==> config.mk <==
export PLATFORM = sky130hd
export DESIGN_NAME = regfile_dump_reader
export DESIGN_NICKNAME = d
export VERILOG_FILES = /design/src/rtl/regfile_dump_reader.sv
export SDC_FILE = /design/constraint.sdc
export NUM_CORES = 1
export LEC_CHECK = 0
export CORE_UTILIZATION = 42
export CTS_CLUSTER_DIAMETER = 120
export DETAILED_ROUTE_END_ITERATION = 10
export GPL_ROUTABILITY_DRIVEN = 0
export GPL_TIMING_DRIVEN = 0
export PLACE_DENSITY = 0.87
export SLEW_MARGIN = 20
export SYNTH_ARGS = -nofsm -noshare
export SYNTH_HDL_FRONTEND = slang
export SYNTH_SLANG_ARGS = --single-unit
==> constraint.sdc <==
create_clock -name Clk -period 1.9 [get_ports Clk]
set_input_delay 0.57 -clock Clk [delete_from_list [all_inputs] [get_ports Clk]]
set_output_delay 0.57 -clock Clk [all_outputs]
set_load 0.005 [all_outputs]
==> src/rtl/regfile_dump_reader.sv <==
// rtl/regfile_dump_reader.sv - register file dump scan engine streaming {address, data} beats
//
// Walks register addresses in order on the register file Rs port, captures the
// combinational busA value one cycle later and offers it as a beat.
//
// Ports:
//   Clk      clock, rising edge
//   Rst_n    asynchronous active-low reset
//   Start    begin a dump (sampled only in IDLE)
//   Abort    synchronous cancel from any non-IDLE state
//   RdData   register file busA read data
//   RdAddr   registered address to register file Rs port
//   Busy     dump in progress; top level steers Rs and blocks RegWr with it
//   DataOut  beat data
//   AddrOut  beat address
//   Valid    beat valid
//   Ready    sink accepts beat
//   Last     beat carries the final address
//   Done     one-cycle pulse after the final beat is accepted
module regfile_dump_reader #(
  parameter int NREG    = 32,
  parameter int AW      = 5,
  parameter int DW      = 32,
  parameter int SKIP_R0 = 0
) (
  input  logic          Clk,
  input  logic          Rst_n,
  input  logic          Start,
  input  logic          Abort,
  input  logic [DW-1:0] RdData,
  output logic [AW-1:0] RdAddr,
  output logic          Busy,
  output logic [DW-1:0] DataOut,
  output logic [AW-1:0] AddrOut,
  output logic          Valid,
  input  logic          Ready,
  output logic          Last,
  output logic          Done
);

  localparam logic [AW-1:0] FIRST_ADDR = (SKIP_R0 != 0) ? AW'(1) : AW'(0);
  localparam logic [AW-1:0] LAST_ADDR  = AW'(NREG - 1);

  typedef enum logic [1:0] {
    S_IDLE,
    S_ADDR,
    S_SEND,
    S_DONE
  } state_t;

  state_t        state, state_n;
  logic [AW-1:0] rd_addr_n;
  logic [AW-1:0] addr_out_n;
  logic [DW-1:0] data_out_n;
  logic          busy_n;
  logic          valid_n;

  always_ff @(posedge Clk or negedge Rst_n) begin
    if (!Rst_n) begin
      state   <= S_IDLE;
      RdAddr  <= '0;
      Busy    <= 1'b0;
      DataOut <= '0;
      AddrOut <= '0;
      Valid   <= 1'b0;
    end else begin
      state   <= state_n;
      RdAddr  <= rd_addr_n;
      Busy    <= busy_n;
      DataOut <= data_out_n;
      AddrOut <= addr_out_n;
      Valid   <= valid_n;
    end
  end

  always_comb begin
    state_n    = state;
    rd_addr_n  = RdAddr;
    busy_n     = Busy;
    data_out_n = DataOut;
    addr_out_n = AddrOut;
    valid_n    = Valid;

    case (state)
      S_IDLE: begin
        if (Start && !Abort) begin
          state_n   = S_ADDR;
          rd_addr_n = FIRST_ADDR;
          busy_n    = 1'b1;
        end
      end
      S_ADDR: begin
        // RdAddr has been stable for a full cycle, so busA has settled.
        data_out_n = RdData;
        addr_out_n = RdAddr;
        valid_n    = 1'b1;
        state_n    = S_SEND;
      end
      S_SEND: begin
        if (Ready) begin
          valid_n = 1'b0;
          if (AddrOut == LAST_ADDR) begin
            state_n = S_DONE;
          end else begin
            // Only reached below LAST_ADDR, so the counter never wraps.
            rd_addr_n = RdAddr + AW'(1);
            state_n   = S_ADDR;
          end
        end
      end
      S_DONE: begin
        state_n = S_IDLE;
        busy_n  = 1'b0;
      end
      default: begin
        state_n = S_IDLE;
        busy_n  = 1'b0;
        valid_n = 1'b0;
      end
    endcase

    // Abort overrides both the handshake and any pending state change.
    if (Abort && (state != S_IDLE)) begin
      state_n    = S_IDLE;
      rd_addr_n  = RdAddr;
      data_out_n = DataOut;
      addr_out_n = AddrOut;
      busy_n     = 1'b0;
      valid_n    = 1'b0;
    end
  end

  assign Last = Valid && (AddrOut == LAST_ADDR);
  assign Done = (state == S_DONE);

endmodule

# After elaboration in Yosys (flattened, before gate mapping)
# Cells that the tools add are included.
[totals] output_inout_bits=46 romBits=0 ram_bits=0 n_memories=0 elab_cells=46 latch_bits=0 reg_bits=46
[classes] addsub=1 n_lt_le_gt_ge=0 multipliers=0 n_reduce_logical=14 n_shift=0 mux=15 n_eq_ne=9 div_mod_pow=0 bitwise_logic=1
[op_table] cell="$mux W5" count=3
[op_table] cell="$pmux W5 S2" count=1
[op_table] cell="$mux W2" count=4
[op_table] cell="$pmux W2 S4" count=1
[op_table] cell="$reduce_and A2 Y1" count=4
[op_table] cell="$ne A2 B2 Y1 const B" count=3
[op_table] cell="$ne A3 B3 Y1 const B" count=2
[op_table] cell="$reduce_bool A3 Y1" count=2
[op_table] cell="$add A5 B1 Y5 const B" count=1
[op_table] cell="$eq A5 B5 Y1 const B" count=1
[op_table] cell="$reduce_and A5 Y1" count=1
[op_table] cell="$eq A2 B2 Y1 const B" count=2
[op_table] cell="$mux W1" count=4
[op_table] cell="$pmux W1 S2" count=2
[op_table] cell="$reduce_bool A2 Y1" count=2
[op_table] cell="$logic_and A1 B1 Y1" count=3
[op_table] cell="$eq A2 B1 Y1 const B" count=1
[op_table] cell="$logic_not A2 Y1" count=1
[op_table] cell="$logic_not A1 Y1" count=1
[op_table] cell="$not A1 Y1" count=1

# Logic depth before layout (Yosys ltp)
[depth] word_depth=5 ltp_mapped=4 ltp_nobuf=4

# Worst setup path before layout
# OpenSTA, ideal clock, no wires.
[synth_path] kind="register to output" from="register AddrOut[3]" to="output Last" slack_ns=0.461 required_time_ns=1.330 path_stages_with_launch=4 n_path_buf=0 arrival_time_ns=0.869 path_cell_list="dfrtp_1 > nand3_1 > nor2_1 > and2_1"
[synth_between] elab_chain_cells=2
[synth_rtl] element="start: declaration" line_no="34" rtl="output logic [AW-1:0] AddrOut,"
[synth_rtl] element="start signal: assignment" line_no="71" rtl="AddrOut <= addr_out_n;"
[synth_rtl] element="$eq A5 B5 Y1" line_no="133" rtl="assign Last = Valid && (AddrOut == LAST_ADDR);"
[synth_rtl] element="$logic_and A1 B1 Y1" line_no="133"
[synth_rtl] element="end: declaration" line_no="37" rtl="output logic Last,"
# Every way passes these cells.

# Worst setup path in the final report
[layout_path] from="register AddrOut[2]" to="output AddrOut[2]"
# No word-level cell between the ends.

==> impl_results.md <==
- Routed WL: 4250 microns
- Area of the multi-input gates: 713 sq um
- Die footprint: 4790 sq um
- Reg2Reg Depth: 5
- Core footprint: 4350 sq um
- Met1 wire length: 1870 microns
- WP data required: 1.33 ns
- Area share of fa/ha/maj cells after synthesis: 0.659%
- Fin area: 2970 sq um
- Slew Limit Fails: 0
- Largest incremental delay on the critical path: 0.51 ns
- Clock skew: 0.00339 ns
- # Max-Cap Violations: 0
- Synth top cells by count: 46 x dfrtp_1, 37 x mux2_2, 6 x nand2_1, 6 x nand3_1, 6 x o21ai_0
- Status: finished clean
- Pre-antenna DRT Iters: 4
- LEAKAGE: 1.31 nW
- Endpoints failing setup: 0
- GRT Total Usage: 19.5%
- GRT overflow: 0
- Post-synth top area share: 60.6%
- Average cell area after synthesis: 14.4 sq um
- Setup TNS: 0 ns
- Largest net degree at the start of global routing: 27
- R2r setup slk: 0.29 ns
- Clock Path Buffers: 2
- Vias in the first global route: 1,509
- Fin crit share: 97.7%
- I/O Buffers: 82
- Routed Antenna Nets: 0
- CP max-delay cell: clkdlybuf4s50_1
- Area grow syn2layout: 56.7%
- Worst-path clk slew: 0.08 ns
- Largest family of logic cells by synthesized area: multiplexers
- Worst hold path class: in2async
- Layout cells sized above 1: 29.3%
- Htree depth: 2
- Xor-xnor portion of the synthesized cell area: 0%
- PD cells: 905 nW/um^2
- Cell Rows: 24
- Synth area leader: dfrtp_1
- Synth Register Bits: 46
- CTS Hold Bufs: 0
- Top FF cell, synth: dfrtp_1
- Worst-path cell chain: buf_4, clkdlybuf4s50_1
- Chip height: 69.2 microns
- Cell variety after synth: 24
- Count leader, synth: dfrtp_1
- Metal2 WL: 2100 microns
- Post-Syn Nets: 170
- Initial DRC Count: 64
- Final hold viol count: 0
- Worst-Skew Late Latency: 0.29 ns
- Post-synthesis sequential area ratio: 60.6%
- Root buf cell: clkbuf_8
- Max Freq: 539 MHz
- Synth Cell Area: 1900 sq um
- Synth Warn #: 0
- Synth area leaders: dfrtp_1 61%, mux2_2 22%, buf_6 1.8%, nand3_1 1.6%, o21ai_0 1.6%
- Synth async-reset ratio: 100%
- Met3 Wirelength: 215 microns
- Num ports: 83
- Reg2Reg Launch Point: state[1]
- RSZ-0062 raised after global routing: no
- Initial core utilization: 43.6%
- Routed vias/inst: 5.02
- Synth Area in Compound Gates: 4.55%
- Final min period: 1.86 ns
- Die W: 69.2 microns
- Fillers: 322
- TritonCTS clock tree: done
- HPWL Detailed: 3060 microns
- Max layer used: met4
- Worst slew pin tran: 0.490 ns
- Slew margin rel.: 67.4%
- Worst setup path class: reg2out
- DR WL/cell: 15.0 microns
- Storage element area: 1150 sq um
- CP Capture Type: primary output
- Num CTS Buffers: 5
- Worst r2r dst: DataOut[7]
- # nets final: 270
- Routed via count: 1,425
- Min Hold Slack: 0.228 ns
- Crit-path max FO: 2
- Total power draw: 2.69 mW
- Post-route DRC: 0
- Antenna violations before repair: 0
- Synth Area in Simple Gates: 8.57%
- Worst setup SP type: register
- Worst Path Arrival: 1.29 ns
- Mux share of post-synthesis cell area: 23.0%
- Peak supply drop: 0.362 mV
- Post-DP Area: 2800 sq um
- First-pass GRT wire length: 7380 microns
- Post-synth EDFFs: 0
- Antenna Cells: 0
- Cells after synthesis: 132
- Num Clock Sinks: 46
[metrics by stage]
stage               util, %  cells  setup slack (ns)
floorplan                 -    132             0.461
global route           68.3    284           0.00365
finish                 68.3    284            0.0441
global placement       63.9    266            -0.977
detailed placement     64.3    267            -0.212
CTS                    67.9    283            0.0373
[power breakdown]
part	internal (mW)	switching, mW
clock network	0.253	0.296
logic	0.601	0.232
registers	1.19	0.117
total	2.05	0.645
[flip-flops by register name (all words and copies together), names as in the netlist]
name / flops
DataOut: 32
Busy: 1
RdAddr: 5
Valid: 1
state: 2
AddrOut: 5
[layout by cell type (no fill, tap or decap)]
master	netlist	routed
o211ai_1	3	3
dlygate4sd2_1	0	1
nor3b_1	1	1
dfrtp_2	0	2
buf_6	3	3
nand3_2	1	2
o21ai_0	6	6
clkdlybuf4s50_1	0	76
o31ai_1	2	2
mux2_2	37	37
and2_2	1	1
clkbuf_1	0	2
nor2_4	0	1
and2_1	1	1
a21oi_1	2	2
clkbuf_8	0	5
buf_12	0	1
nor2b_4	1	1
nand2_2	0	1
dfrtp_1	46	44
nor2_1	2	1
dlymetal6s2s_1	0	3
buf_2	0	1
or4_1	2	2
nand2b_2	1	1
nand2b_1	1	1
mux2i_1	2	2
nor2_8	1	1
ha_1	1	1
inv_1	4	4
a2bb2oi_1	1	1
buf_4	0	10
or3_2	1	1
nand2_1	6	5
nand3_1	6	5
clkdlybuf4s15_1	0	1
[cell families (layout without fill, tap and decap cells)]
group,Yosys count,after routing
buffers and inverters,7,107
flip-flops,46,46
adder cells (fa/ha/maj),1,1
AO/OA/AOI/OAI,14,14
AND/OR/NAND/NOR,25,25
multiplexers,39,39
[worst max-delay path by stage]
stage / from / endpoint / cells after the start
2_1_floorplan: AddrOut[3] / Last / 3
3_3_place_gp: Rst_n / DataOut[31] / 1
3_5_place_dp: Abort / RdAddr[3] / 5
4_1_cts: AddrOut[1] / AddrOut[1] / 2
5_1_grt: AddrOut[4] / AddrOut[4] / 2
6_report: AddrOut[2] / AddrOut[2] / 2
[repair_timing]
| item | 4_1_cts | 5_1_grt |
|---|---|---|
| pin swaps | 1 | 1 |
| setup buffers | 9 | 1 |
| gates cloned | 0 | 0 |
| setup endpoints to repair | 2 | 5 |
| gates resized for setup | 7 | 5 |
[area by class of cell]
type | count | area share, %
Timing Repair Buffer | 93 | 30.8
Buffer | 3 | 1.14
Tap cell | 52 | 2.19
Clock buffer | 7 | 2.57
Sequential cell | 46 | 38.8
Inverter | 4 | 0.505
Multi-Input combinational cell | 79 | 24.0
[layer usage]
metal	vias to the layer above	global-route usage [%]
met4	0	8.39
met3	9	4.07
met1	692	26.3
li1	667	-
met2	57	30.6
met5	-	0
[critical path: cells and delay by family, from the launching register on]
kind                   cells  cell delay (ns)
flip-flops                 1             0.36
buffers and inverters      2             0.63
Power figures use the tool's default switching activity.
